$ cat config.mk
export PLATFORM = sky130hd
export DESIGN_NAME = hazard_ctrl
export DESIGN_NICKNAME = d
export VERILOG_FILES = /design/src/rtl/hazard_pkg.sv /design/src/rtl/hazard_detect.sv /design/src/rtl/hazard_ctrl.sv
export SDC_FILE = /design/constraint.sdc
export NUM_CORES = 1
export LEC_CHECK = 0
export BUFFER_PORTS_ARGS = -buffer_cell sky130_fd_sc_hd__clkbuf_2
export CORE_MARGIN = 2
export CORE_UTILIZATION = 36
export CTS_CLUSTER_DIAMETER = 200
export DETAILED_ROUTE_END_ITERATION = 10
export PLACE_DENSITY = 0.81
export SLEW_MARGIN = 15
export SYNTH_ARGS = -nofsm -noshare
export SYNTH_HDL_FRONTEND = slang
export SYNTH_SLANG_ARGS = --single-unit
$ cat constraint.sdc
create_clock -name CLK -period 3 [get_ports CLK]
set_input_delay 0.9 -clock CLK [delete_from_list [all_inputs] [get_ports CLK]]
set_output_delay 0.9 -clock CLK [all_outputs]
set_load 0.005 [all_outputs]
$ cat src/rtl/hazard_pkg.sv
// Shared types and helpers for the pipeline hazard controller.
package hazard_pkg;

  // Controller FSM states; encodings are visible on state_o for debug.
  typedef enum logic [1:0] {
    RUN        = 2'd0,
    LOAD_STALL = 2'd1,
    MEM_WAIT   = 2'd2
  } haz_state_t;

  // Width of the remaining-bubble counter (holds up to LOAD_LAT-1 = 6).
  localparam int BUB_W = 3;

  // True when a used source register matches the load destination.
  function automatic logic rs_match(input logic [4:0] rs,
                                    input logic       use_rs,
                                    input logic [4:0] wrin);
    rs_match = use_rs & (rs == wrin);
  endfunction

endpackage

$ cat src/rtl/hazard_detect.sv
// Combinational load-use hazard compare between the instruction in ID and
// the load in EX. x0 is never a real dependency, so wrin_EX==0 never stalls.
module hazard_detect
  import hazard_pkg::*;
(
  input  logic [4:0] rs1_ID,
  input  logic [4:0] rs2_ID,
  input  logic       use_rs1_ID,
  input  logic       use_rs2_ID,
  input  logic [4:0] wrin_EX,
  input  logic       MemRead_EX,
  output logic       hazard
);

  assign hazard = MemRead_EX & (wrin_EX != 5'd0) &
                  (rs_match(rs1_ID, use_rs1_ID, wrin_EX) |
                   rs_match(rs2_ID, use_rs2_ID, wrin_EX));

endmodule

$ cat src/rtl/hazard_ctrl.sv
// Pipeline hazard controller for the 5-stage core: load-use stalls, taken
// branch squash and data-memory wait freeze. Outputs are Mealy (no latency).
// Optional build macro HAZ_PERF_CNT_EN adds saturating performance counters;
// without it the counter outputs are tied to zero.
module hazard_ctrl
  import hazard_pkg::*;
#(
  parameter int LOAD_LAT = 1,
  parameter int CNT_W    = 32
) (
  input  logic             CLK,
  input  logic             RESET,
  input  logic [4:0]       rs1_ID,
  input  logic [4:0]       rs2_ID,
  input  logic             use_rs1_ID,
  input  logic             use_rs2_ID,
  input  logic [4:0]       wrin_EX,
  input  logic             MemRead_EX,
  input  logic             branch_taken_EX,
  input  logic             mem_req_MEM,
  input  logic             mem_ready_MEM,
  output logic             pc_en,
  output logic             ifid_en,
  output logic             idex_en,
  output logic             exmem_en,
  output logic             ifid_flush,
  output logic             idex_bubble,
  output logic [1:0]       state_o,
  output logic [CNT_W-1:0] stall_cnt,
  output logic [CNT_W-1:0] flush_cnt,
  output logic [CNT_W-1:0] wait_cnt
);

  haz_state_t       state_r, saved_r, eff_state_s, state_nxt_s, saved_nxt_s;
  logic [BUB_W-1:0] bub_cnt_r, bub_nxt_s;
  logic             hazard_s, mem_wait_s;
  logic             pc_en_s, ifid_en_s, idex_en_s, exmem_en_s;
  logic             ifid_flush_s, idex_bubble_s;

  hazard_detect u_detect (
    .rs1_ID     (rs1_ID),
    .rs2_ID     (rs2_ID),
    .use_rs1_ID (use_rs1_ID),
    .use_rs2_ID (use_rs2_ID),
    .wrin_EX    (wrin_EX),
    .MemRead_EX (MemRead_EX),
    .hazard     (hazard_s)
  );

  assign mem_wait_s = mem_req_MEM & ~mem_ready_MEM;
  // Leaving MEM_WAIT replays the state that was interrupted by the wait.
  assign eff_state_s = (state_r == MEM_WAIT) ? saved_r : state_r;

  // Next-state and pipeline-control decode; wait > branch > load stall.
  always_comb begin
    pc_en_s       = 1'b1;
    ifid_en_s     = 1'b1;
    idex_en_s     = 1'b1;
    exmem_en_s    = 1'b1;
    ifid_flush_s  = 1'b0;
    idex_bubble_s = 1'b0;
    state_nxt_s   = eff_state_s;
    saved_nxt_s   = saved_r;
    bub_nxt_s     = bub_cnt_r;
    if (mem_wait_s) begin
      pc_en_s     = 1'b0;
      ifid_en_s   = 1'b0;
      idex_en_s   = 1'b0;
      exmem_en_s  = 1'b0;
      state_nxt_s = MEM_WAIT;
      if (state_r != MEM_WAIT) begin
        saved_nxt_s = state_r;
      end else begin
        saved_nxt_s = saved_r;
      end
    end else if (branch_taken_EX) begin
      // Squash wrong-path instrs; an in-progress load stall is abandoned.
      ifid_flush_s  = 1'b1;
      idex_bubble_s = 1'b1;
      bub_nxt_s     = {BUB_W{1'b0}};
      state_nxt_s   = RUN;
    end else begin
      case (eff_state_s)
        RUN: begin
          if (hazard_s) begin
            pc_en_s       = 1'b0;
            ifid_en_s     = 1'b0;
            idex_bubble_s = 1'b1;
            if (LOAD_LAT == 1) begin
              state_nxt_s = RUN;
            end else begin
              bub_nxt_s   = BUB_W'(LOAD_LAT - 1);
              state_nxt_s = LOAD_STALL;
            end
          end else begin
            state_nxt_s = RUN;
          end
        end
        LOAD_STALL: begin
          // Hazard input is ignored here: the load has already left EX.
          pc_en_s       = 1'b0;
          ifid_en_s     = 1'b0;
          idex_bubble_s = 1'b1;
          if (bub_cnt_r <= BUB_W'(1)) begin
            bub_nxt_s   = {BUB_W{1'b0}};
            state_nxt_s = RUN;
          end else begin
            bub_nxt_s   = bub_cnt_r - BUB_W'(1);
            state_nxt_s = LOAD_STALL;
          end
        end
        default: begin
          state_nxt_s = RUN;
        end
      endcase
    end
  end

  // FSM, saved-state and bubble-counter registers.
  always_ff @(posedge CLK or posedge RESET) begin
    if (RESET) begin
      state_r   <= RUN;
      saved_r   <= RUN;
      bub_cnt_r <= {BUB_W{1'b0}};
    end else begin
      state_r   <= state_nxt_s;
      saved_r   <= saved_nxt_s;
      bub_cnt_r <= bub_nxt_s;
    end
  end

  // Reset forces a frozen pipe with NOPs loaded into IF/ID and ID/EX.
  assign pc_en       = ~RESET & pc_en_s;
  assign ifid_en     = ~RESET & ifid_en_s;
  assign idex_en     = ~RESET & idex_en_s;
  assign exmem_en    = ~RESET & exmem_en_s;
  assign ifid_flush  =  RESET | ifid_flush_s;
  assign idex_bubble =  RESET | idex_bubble_s;
  assign state_o     = state_r;

`ifdef HAZ_PERF_CNT_EN
  logic             stall_ev_s, flush_ev_s;
  logic [CNT_W-1:0] stall_cnt_r, flush_cnt_r, wait_cnt_r;
  localparam logic [CNT_W-1:0] CNT_ONE = {{(CNT_W-1){1'b0}}, 1'b1};
  localparam logic [CNT_W-1:0] CNT_MAX = {CNT_W{1'b1}};

  assign stall_ev_s = ~mem_wait_s & ~branch_taken_EX &
                      ((eff_state_s == LOAD_STALL) | ((eff_state_s == RUN) & hazard_s));
  assign flush_ev_s = ~mem_wait_s & branch_taken_EX;

  // Saturating perf counters; the wait counter counts every frozen cycle.
  always_ff @(posedge CLK or posedge RESET) begin
    if (RESET) begin
      stall_cnt_r <= {CNT_W{1'b0}};
      flush_cnt_r <= {CNT_W{1'b0}};
      wait_cnt_r  <= {CNT_W{1'b0}};
    end else begin
      if (stall_ev_s && (stall_cnt_r != CNT_MAX)) begin
        stall_cnt_r <= stall_cnt_r + CNT_ONE;
      end else begin
        stall_cnt_r <= stall_cnt_r;
      end
      if (flush_ev_s && (flush_cnt_r != CNT_MAX)) begin
        flush_cnt_r <= flush_cnt_r + CNT_ONE;
      end else begin
        flush_cnt_r <= flush_cnt_r;
      end
      if (mem_wait_s && (wait_cnt_r != CNT_MAX)) begin
        wait_cnt_r <= wait_cnt_r + CNT_ONE;
      end else begin
        wait_cnt_r <= wait_cnt_r;
      end
    end
  end

  assign stall_cnt = stall_cnt_r;
  assign flush_cnt = flush_cnt_r;
  assign wait_cnt  = wait_cnt_r;
`else
  assign stall_cnt = {CNT_W{1'b0}};
  assign flush_cnt = {CNT_W{1'b0}};
  assign wait_cnt  = {CNT_W{1'b0}};
`endif

endmodule
==> impl_results.md <==
- Synth async-reset ratio: 100%
- Required time of the worst setup path: 2.10 ns
- Maximum clock insertion buffer count: 2
- Dominant delay contributor by cell family on the critical path: simple AND/OR/NAND/NOR gates
- Number of core rows: 21
- Post-synthesis area per instance: 8.03 um^2
- Post-synth EDFFs: 0
- Non-filler cells, final: 239
- Number of hold-slack violations in the final timing report: 0
- GR Util All Layers: ~8.4%
- Power spent charging and discharging nets: 86.2 uW
- Part of the power in the clock network: 30.5%
- Hold-fix buffers, CTS: 0
- Die area: 4040 um^2
- Residual overflow from global routing: 0
- Combinational Power Share: 32.8%
- Smallest hold slack: 0.523 ns
- Clock tree from TritonCTS: yes
- Number of synthesized register bits: 7
- Fraction of final layout cells with drive strength greater than 1: between 20% and 30%
- GPL Wtd Cong: approximately 0.79
- Nets: 219
- P&R area growth vs syn: -8.13%
- Number of antenna violations at the first check in global routing: 0
- Dpl cell area: 1130 um^2
- Horizontal die dimension: ~64 um
- Distinct cells, synth: 32
- Most frequent standard cell in the layout excluding fill and tap cells: sky130_fd_sc_hd__conb_1
- Post-route design area: 1170 um^2
- Core region area: 3360 um^2
- Clock latency at the later pin of the worst-skew pair: 0.24 ns
- Internal portion of total power: 176 uW
- Number of buffer and inverter stages on the critical path: 2
- Cells after Synth: around 160
- Share of the yosys chip area belonging to registers: 13.7%
- Switching share of power: 32.8%
- Kind of start point of the critical path: input pin
- Routed wire length per instance: 8.16 um
- Most instantiated flip-flop cell in the synthesis netlist: sky130_fd_sc_hd__dfrtp_1
- Fin crit share: 97.7%
- Initial standard-cell utilization of the core: 38.0%
- Critical path, cell by cell: buf_6 > or4_1 > o211ai_1 > o31a_1 > clkbuf_2
- Clock period minus worst slack: 2.93 ns
- Final setup vio count: 0
- TritonCTS buffer count: 3
- Critical Path End Type: primary output
- Wire length of the first global-routing pass: approximately 2600 um
- Final worst clock skew: 0.00112 ns
- Worst path slowest cell: sky130_fd_sc_hd__or4_1
- Hold crit path type: reg2reg
- Cell chosen for the clock root: sky130_fd_sc_hd__clkbuf_4
- Fin. max-slew vios: 0
- Post-detail-place hpwl: 1740 um
- Ratio of total power to cell area: approximately 220 nW/um^2
- Yosys warns: 0
- Total wirelength of the detailed-routed design: 1950 um
- ANT cells: 0
- Relative contribution of sequential cells to total power: 36.7%
- PostCTS Resize Cnt: 0
- Via density per instance: 3.50
- Post-route antenna net violation count: 0
- Clock Pin Slew Worst Setup and Hold Paths: 0.05 ns
- Largest net degree at the start of global routing: 8
- Worst IR drop on VDD: 0.0616 mV
- Max incr delay on CP: approximately 0.52 ns
- Die Ht: about 64 um
- Post-CTS Setup Inserts: 0
- Number of ports placed on the die boundary: between 100 and 150
- DRT Pass-1 Iters: 2
- Leading cell types in the layout, fill and taps excluded: 96 x sky130_fd_sc_hd__conb_1, 27 x sky130_fd_sc_hd__clkbuf_2, 8 x sky130_fd_sc_hd__xor2_1, 7 x sky130_fd_sc_hd__dfrtp_1
- Max-cap viol count: 0
- Critical path class: in2out
- Port buffer count: 30
- Largest fanout of any net on the critical path: 3
- Post-synthesis cell area: 1280 um^2
- Max Clk Rate: 341 MHz
- TritonCTS Sinks: 7
- Setup repair after global routing missed its margin: yes
- Post-Place Cells: between 200 and 250
- CTS H-tree lvls: 1
- Arrival @ worst endpoint: a little over 2 ns
- Number of design rule violations left after detail routing: 0
- Vias in the first global route: 575
- Vias after detailed routing: 836
- Filler cell count: 367
- Leakage Power: slightly above 0.0007 uW
- Detailed router's first-iteration violation count: 22
- Run status: complete, no violations
[state kept, by name (all words and copies together), names as in the netlist]
| signal | count |
|---|---|
| state_o | 2 |
| saved_r | 2 |
| bub_cnt_r | 3 |
[power by group through the flow]
stage	logic [uW]	clock network, uW	registers, uW
2_1_floorplan	142	0	97.6
3_3_place_gp	79.9	0	97.7
3_5_place_dp	80.3	0	97.8
4_1_cts	80.5	85.1	96.3
5_1_grt	98.4	89.4	96.4
6_report	86.1	80.1	96.3
[tightest hold or removal path: stages (launching register included)]
cell and delay (ns):
sky130_fd_sc_hd__dfrtp_1 0.36, sky130_fd_sc_hd__a21oi_1 0.05, sky130_fd_sc_hd__nor2_1 0.08
[final timing paths]
kind | slack (ns) | startpoint | endpoint | cells after the start
min in group asynchronous | 0.63 | RESET | bub_cnt_r[2]$_DFFE_PP0P_ | 3
setup / recovery | 0.07 | wrin_EX[1] | pc_en | 5
max in group asynchronous | 2.25 | RESET | state_o[0]$_DFF_PP0_ | 3
hold reg to reg | 0.52 | saved_r[1]$_DFFE_PP0P_ | saved_r[1]$_DFFE_PP0P_ | 2
hold / removal | 0.52 | saved_r[1]$_DFFE_PP0P_ | saved_r[1]$_DFFE_PP0P_ | 2
setup reg to reg | 1.60 | bub_cnt_r[1]$_DFFE_PP0P_ | bub_cnt_r[0]$_DFFE_PP0P_ | 6
[kinds of logic after synthesis]
| family | share of synthesized area, % |
|---|---|
| AO/OA/AOI/OAI | 9.40 |
| XOR/XNOR | 6.86 |
| adder cells (fa/ha/maj) | 1.96 |
| buffers and inverters | 59.4 |
| flip-flops | 13.7 |
| multiplexers | 0.784 |
| other | 0.294 |
| AND/OR/NAND/NOR | 7.64 |
[cell usage after synthesis (all sizes together) (2+ instances only)]
library cell  instances  area, um^2
and2                  2        12.5
inv                   5        18.8
o21ai                 5        25.0
a21oi                 3        15.0
nand2                 2        7.51
ha                    2        25.0
xnor2                 2        17.5
xor2                  8        70.1
nor2                  4        15.0
buf                  98         736
nor4                  2        12.5
dfrtp                 7         175
[cell type report]
cell class	count	area (um^2)	area share, %
clock buffer	4	26.3	2.24
timing repair buffer	33	185	15.8
sequential	7	175	14.9
tap	46	57.6	4.90
multi-input combinational	143	707	60.2
inverter	6	22.5	1.92
[metal layers]
metal,wire length (um),up-vias,GRT usage (%)
met3,293,4,4.29
met5,0,-,0
met1,622,372,8.90
met4,26,0,4.08
met2,1010,72,13.6
li1,-,388,-
[stage by stage]
stage / setup TNS [ns] / worst slack, ns / utilization (%) / total power, uW
after detailed placement: 0 / 0.0266 / 33.6 / 178
after global placement: 0 / 0.0312 / 33.6 / 178
after CTS: 0 / 0.0252 / 34.3 / 262
after global routing: -0.00350 / -0.00292 / 34.9 / 284
final: 0 / 0.0702 / 34.9 / 263
after floorplan: 0 / 0.208 / - / 240
No activity file was read; power rests on OpenSTA's default activity.
